## src/rtl/list_sum_pkg.sv

```systemverilog
// list_sum_pkg: select encodings and null-pointer constant shared by the list-sum datapath.
package list_sum_pkg;
  localparam logic SUM_SEL_ZERO  = 1'b0;
  localparam logic SUM_SEL_ACC   = 1'b1;
  localparam logic NEXT_SEL_HEAD = 1'b0;
  localparam logic NEXT_SEL_MEM  = 1'b1;
  localparam logic A_SEL_PTR     = 1'b0;
  localparam logic A_SEL_VAL     = 1'b1;
  localparam int   NULL_PTR      = 0;
endpackage

```

## src/rtl/list_sum_ram.sv

```systemverilog
// list_sum_ram: node memory, synchronous write and asynchronous read (same-cycle read sees the old word).
module list_sum_ram #(
  parameter int DATA_W = 16,
  parameter int DEPTH  = 64,
  localparam int AW    = $clog2(DEPTH)
) (
  input  logic              clk,
  input  logic              we_i,
  input  logic [AW-1:0]     waddr_i,
  input  logic [DATA_W-1:0] wdata_i,
  input  logic [AW-1:0]     raddr_i,
  output logic [DATA_W-1:0] rdata_o
);
  logic [DATA_W-1:0] mem_q [DEPTH];
  always_ff @(posedge clk) begin
    if (we_i) mem_q[waddr_i] <= wdata_i;
  end
  assign rdata_o = mem_q[raddr_i];
endmodule

```

## src/rtl/list_sum_datapath.sv

```systemverilog
// list_sum_datapath: SUM/NEXT registers, adder and muxes around the node memory for the list-sum FSM.
// Optional pointer-follow limit enabled by defining LIST_SUM_HOP_LIMIT_EN.
module list_sum_datapath
  import list_sum_pkg::*;
#(
  parameter int DATA_W    = 16,
  parameter int MEM_DEPTH = 64,
  parameter int MAX_HOPS  = 32,
  localparam int AW       = $clog2(MEM_DEPTH)
) (
  input  logic              clk,
  input  logic              rst,
  input  logic              clear,
  input  logic [AW-1:0]     head_addr,
  input  logic              LD_SUM,
  input  logic              LD_NEXT,
  input  logic              SUM_SEL,
  input  logic              NEXT_SEL,
  input  logic              A_SEL,
  input  logic              wr_en,
  input  logic [AW-1:0]     wr_addr,
  input  logic [DATA_W-1:0] wr_data,
  output logic              next_zero,
  output logic [DATA_W-1:0] sum,
  output logic [AW-1:0]     next_ptr,
  output logic              sum_ovf,
  output logic              hop_err
);
  logic [DATA_W-1:0] sum_q, sum_d, acc, rdata;
  logic [AW-1:0]     next_q, next_d, rd_addr;
  logic              ovf_q, ovf_d, carry, ptr_null, ptr_load;

  assign rd_addr = (A_SEL == A_SEL_VAL) ? next_q : next_q + AW'(1);

  list_sum_ram #(.DATA_W(DATA_W), .DEPTH(MEM_DEPTH)) u_ram (
    .clk     (clk),
    .we_i    (wr_en),
    .waddr_i (wr_addr),
    .wdata_i (wr_data),
    .raddr_i (rd_addr),
    .rdata_o (rdata)
  );

  assign {carry, acc} = {1'b0, sum_q} + {1'b0, rdata};
  assign ptr_null     = rdata[AW-1:0] == AW'(NULL_PTR);
  assign ptr_load     = LD_NEXT && (NEXT_SEL == NEXT_SEL_MEM);

  always_comb begin
    sum_d  = (SUM_SEL == SUM_SEL_ZERO) ? '0 : acc;
    next_d = (NEXT_SEL == NEXT_SEL_HEAD) ? head_addr : rdata[AW-1:0];
    ovf_d  = ovf_q | (LD_SUM && (SUM_SEL == SUM_SEL_ACC) && carry);
  end

  always_ff @(posedge clk) begin
    if (rst) begin
      sum_q  <= '0;
      next_q <= '0;
      ovf_q  <= 1'b0;
    end else if (clear) begin
      sum_q  <= '0;
      next_q <= head_addr;
      ovf_q  <= 1'b0;
    end else begin
      if (LD_SUM) sum_q <= sum_d;
      if (LD_NEXT) next_q <= next_d;
      ovf_q <= ovf_d;
    end
  end

`ifdef LIST_SUM_HOP_LIMIT_EN
  logic [AW:0] hop_q;
  logic        hop_err_q, hop_hit;
  // The limit forces termination but the load itself still happens.
  assign hop_hit = ptr_load && (hop_q == (AW+1)'(MAX_HOPS - 1));
  always_ff @(posedge clk) begin
    if (rst || clear) begin
      hop_q     <= '0;
      hop_err_q <= 1'b0;
    end else begin
      if (ptr_load) hop_q <= hop_q + 1'b1;
      hop_err_q <= hop_err_q | (hop_hit & ~ptr_null);
    end
  end
  assign next_zero = ptr_null | hop_hit;
  assign hop_err   = hop_err_q;
`else
  logic unused_hop_cfg;
  assign unused_hop_cfg = ptr_load ^ (MAX_HOPS == 0);
  assign next_zero      = ptr_null;
  assign hop_err        = 1'b0;
`endif

  assign sum      = sum_q;
  assign next_ptr = next_q;
  assign sum_ovf  = ovf_q;
endmodule

```

## config.mk

```make
export PLATFORM = sky130hd
export DESIGN_NAME = list_sum_datapath
export DESIGN_NICKNAME = d
export VERILOG_FILES = /design/src/rtl/list_sum_pkg.sv /design/src/rtl/list_sum_ram.sv /design/src/rtl/list_sum_datapath.sv
export SDC_FILE = /design/constraint.sdc
export NUM_CORES = 1
export LEC_CHECK = 0
export ABC_AREA = 1
export BUFFER_PORTS_ARGS = -buffer_cell sky130_fd_sc_hd__buf_2
export CAP_MARGIN = 20
export CELL_PAD_IN_SITES_DETAIL_PLACEMENT = 1
export CELL_PAD_IN_SITES_GLOBAL_PLACEMENT = 1
export CORE_UTILIZATION = 54
export CTS_BUF_LIST = sky130_fd_sc_hd__clkbuf_4 sky130_fd_sc_hd__clkbuf_8
export CTS_CLUSTER_DIAMETER = 50
export DETAILED_ROUTE_END_ITERATION = 10
export PLACE_DENSITY_LB_ADDON = 0.1
export SYNTH_ARGS = -nofsm -noshare
export SYNTH_HDL_FRONTEND = slang
export SYNTH_SLANG_ARGS = --single-unit
```

## constraint.sdc

```tcl
create_clock -name clk -period 4.1 [get_ports clk]
set_input_delay 0.41 -clock clk [delete_from_list [all_inputs] [get_ports clk]]
set_output_delay 0.41 -clock clk [all_outputs]
set_load 0.01 [all_outputs]
```

==> impl_summary.md <==
Run status
The run finished with clean final reports.

Die
Once the floorplan was initialized, standard cells occupied 54.50% of the core. The row count is 103. In this run the vertical extent of the chip is 284.4 µm. The die area is 80870 µm². The standard cell core area is just under 80000 µm². The horizontal die dimension is 284.4 µm. 62 I/O pins were placed.

Detailed routing
The wire length per cell is 27.51 µm. The detailed router placed 31744 vias in this run. Once detail routing completed, the nets flagged for antenna violations numbered 0. Wires add up to 141000 µm. Before antenna repair, the detailed router went through 6 iterations. In this run, the number of DRC markers left after iteration 0 of detailed routing was 3578.

In the routed design, unresolved DRC markers number 0. In the routed layout, each cell is associated on average with a via count of 6.193.

Power and ir drop
Of the total power, the share spent switching nets is 27.85%. Summed over all cells, the static leakage comes to 18.42 nW. Internal power comes to 0.01790 W. The power dissipated by switching net loads is 0.006908 W. The share of total power dissipated in the clock network is 36.4%. IR analysis of the VDD net gives a maximum drop of about 0.32 mV.

For this design the ratio of total power to cell area is 489.0 nW/µm². Power comes to 0.02481 W. Sequential cells burn 47.8% of the power.

In this run, the combinational gates consume 15.7% of the power.

Clock network
The total clock buffers created by CTS is around 170. In this run the number of H-tree levels came out at 4. The number of clock sinks is approximately 1000.

The clock root buffer master is sky130_fd_sc_hd__clkbuf_8. The later pin in the worst-skew pair is clocked with a latency of roughly 0.85 ns. The clock input transition at the sequential cells of the worst setup and hold paths is 0.06 ns. The TritonCTS clock tree is built. The deepest clock path buffer count is 3.

Setup path
The critical path goes through ha_1 > inv_1 > buf_4 > o21ai_4 > buf_12 > buf_16 > buf_4 > nand3_1 > nand3_1 > nand3_1 > nand3_2 > nand3_2 > nand2_2 > buf_4 > nand2_1 > nor2_1 > buf_2. The kind of cell with the highest combined delay along the critical path is simple AND/OR/NAND/NOR gates. The number of buffer and inverter instances along the worst setup path is 7.

In this design, the stage delay of the slowest critical-path cell is 0.34 ns. At the worst endpoint, the arrival time is 3.67 ns. The worst setup path is captured at an output pin. The standard cell with the maximum stage delay on the critical path is sky130_fd_sc_hd__dfxtp_2. The logic depth of the worst path, buffers included is 17. In this run the worst path has a maximum fanout of 7. The setup path with the least slack is of type flip-flop to output pin. The required time of the worst setup path is 3.69 ns. The worst setup path is launched from a flip-flop. The number of cells on the worst reg-to-reg path is 23.

Placed design
The worst setup slack after placement is -0.5890 ns. The count of port buffers added during placement is 60. The HPWL after detailed placement is 85060 µm. The final RePlAce weighted congestion is ~0.87.

Timing
Derived from the worst setup path, the maximum achievable clock frequency is 0.2448 GHz. The part of the cycle the worst path needs is between 90% and 100%. The final setup violation count is 0. For the pin with the worst max-slew slack, the measured transition is 0.9599 ns. The number of max-slew violations in the final report was 0. The number of failing hold endpoints at the final stage came to 0.

The relative max-transition margin is 36.01%. The smallest setup slack after layout is between 0.015 and 0.02 ns. The setup clock skew after layout is 0.03873 ns. Setup repair after global routing could not meet its margin everywhere. The time the final worst path needs with I/O delays and setup is 4.084 ns.

Logic synthesis
Counting every net in the synthesized netlist gives 3715. In this run the biggest area consumer among cell types represents 71.41% of the synthesized area. The post-synthesis instance total is 3659. The most frequently used cell type in the post-synthesis netlist is sky130_fd_sc_hd__nand3_1. By area the synthesized netlist is led by sky130_fd_sc_hd__edfxtp_1 71%, sky130_fd_sc_hd__nand3_1 13%, sky130_fd_sc_hd__nand2_1 8.6%. The share of synthesized area occupied by flip-flops and latches is 72.48%. A synthesized cell averages 11.77 µm². The prevailing post-synth register cell is sky130_fd_sc_hd__edfxtp_1. Counting flops with a built-in enable in the synthesized netlist gives about 1000. The Yosys step of the flow raised 0 warnings. In this run, synthesis produced a sequential element count of 1047.

In the synthesized netlist the async set-or-reset flop fraction comes to 0%. The unique cell type count in the Yosys netlist is 30. Of all cell types, the one taking the most synthesized area is sky130_fd_sc_hd__edfxtp_1. By count the netlist is led by 1131 x sky130_fd_sc_hd__nand3_1, 1024 x sky130_fd_sc_hd__edfxtp_1, 986 x sky130_fd_sc_hd__nand2_1, 160 x sky130_fd_sc_hd__buf_2, 71 x sky130_fd_sc_hd__nor2_1. The synthesized netlist occupies a cell area of 43060 µm².

Finish
The final layout contains 3995 nets. The share of cells above drive strength 1 is 17.93%. The area growth from synthesis to layout is 17.83%.

Global route
The number of antenna violations at the first check in global routing was 8. The wire length of the first global-routing pass is approximately 210000 µm. The number of global-route vias before repair is 33217.

The total congestion overflow is 0. The pin count of the biggest net entering global routing is between 80 and 90. The global-route total usage across every layer is between 30% and 40%.

Min path
The min-delay analysis places its worst path in the category input pin to flip-flop. Along the worst hold path, the cell count comes to 1.

Flow run
The max-capacitance violation count is 0.
layer usage:
metal / share of wire, % / global-route usage (%)
met2: 49 / 56.49
met1: 39 / 45.11
met4: 4.3 / 16.10
met5: 0.035 / 0
met3: 8.3 / 5.803
timing repair:
item | 4_1_cts | 5_1_grt
gates resized for setup | 54 | 113
pin swaps | 3 | 23
buffers inserted | 8 | 9
endpoints found under the hold margin | 7 | 0
hold buffers | 12 | 0
endpoints found under the setup margin | 11 | 13
gates cloned | 5 | 2
placed cells by master, fill, tap and decap left out, types with 12 or more instances in the layout:
cell,count
sky130_fd_sc_hd__buf_2,60
sky130_fd_sc_hd__clkbuf_4,62
sky130_fd_sc_hd__clkbuf_8,173
sky130_fd_sc_hd__buf_12,41
sky130_fd_sc_hd__dfxtp_1,22
sky130_fd_sc_hd__nand3_2,54
sky130_fd_sc_hd__buf_6,16
sky130_fd_sc_hd__buf_4,200
sky130_fd_sc_hd__nand3_4,14
sky130_fd_sc_hd__nor2_1,69
sky130_fd_sc_hd__nand2_1,971
sky130_fd_sc_hd__nand4_1,12
sky130_fd_sc_hd__inv_1,48
sky130_fd_sc_hd__edfxtp_1,1024
sky130_fd_sc_hd__a21oi_1,39
sky130_fd_sc_hd__clkinv_1,46
sky130_fd_sc_hd__nand3_1,1063
sky130_fd_sc_hd__dlygate4sd3_1,12
layout make-up:
cell class | instances | area, µm²
flip-flops and latches | 1047 | 31210
fillers | 7927 | 28270
multi-input cells | 2315 | 11290
repair buffers | 345 | 3316
clock buffers | 235 | 2846
well taps | 1050 | 1314
clock inverters | 71 | 495.5
inverters | 59 | 252.7
diodes | 4 | 10.01
stage by stage:
stage	cells	hold slack (ns)	cell area, µm²	setup TNS [ns]	util, %
floorplan	3659	0.4791	43060	0	-
global placement	4780	0.4697	46060	-2.346	58.30
detailed placement	4780	0.4815	46060	-4.424	58.30
CTS	5111	0.0004867	50020	0	63.32
global route	5123	0.03116	50730	-0.6214	64.21
finish	5126	0.03411	50730	0	64.22
sequential cells by signal, summed over array words and instances (netlist names):
name	count
u_ram.mem_q	1024
sum	16
next_ptr	6
sum_ovf	1
logic make-up (layout without fill, tap and decap cells):
logic type | Yosys count | after routing | synth area share, %
flops | 1047 | 1047 | 72.48
simple gates | 2222 | 2222 | 22.87
fa+ha+maj | 19 | 19 | 0.5696
compound gates | 69 | 69 | 0.8456
xor+xnor | 4 | 4 | 0.09882
buf+inv | 297 | 710 | 3.124
other cells | 1 | 5 | 0.008709
power by group through the flow:
| stage | Combinational, W | Sequential (W) | Clock (W) |
|---|---|---|---|
| global route | 0.00414 | 0.0119 | 0.00951 |
| floorplan | 0.00177 | 0.0121 | 0 |
| CTS | 0.00361 | 0.0119 | 0.00909 |
| detailed placement | 0.00340 | 0.0121 | 0 |
| finish | 0.00391 | 0.0119 | 0.00903 |
| global placement | 0.00324 | 0.0121 | 0 |
worst paths after layout:
| check | startpoint | to | slack [ns] |
|---|---|---|---|
| max | next_ptr[1] | next_zero | 0.02 |
| min | wr_data[8] | u_ram.mem_q[61][8] | 0.03 |
| max reg2reg | next_ptr[1] | sum[13] | 0.06 |
| min reg2reg | sum_ovf | sum_ovf | 0.49 |
(Power assumes the default switching activity.)
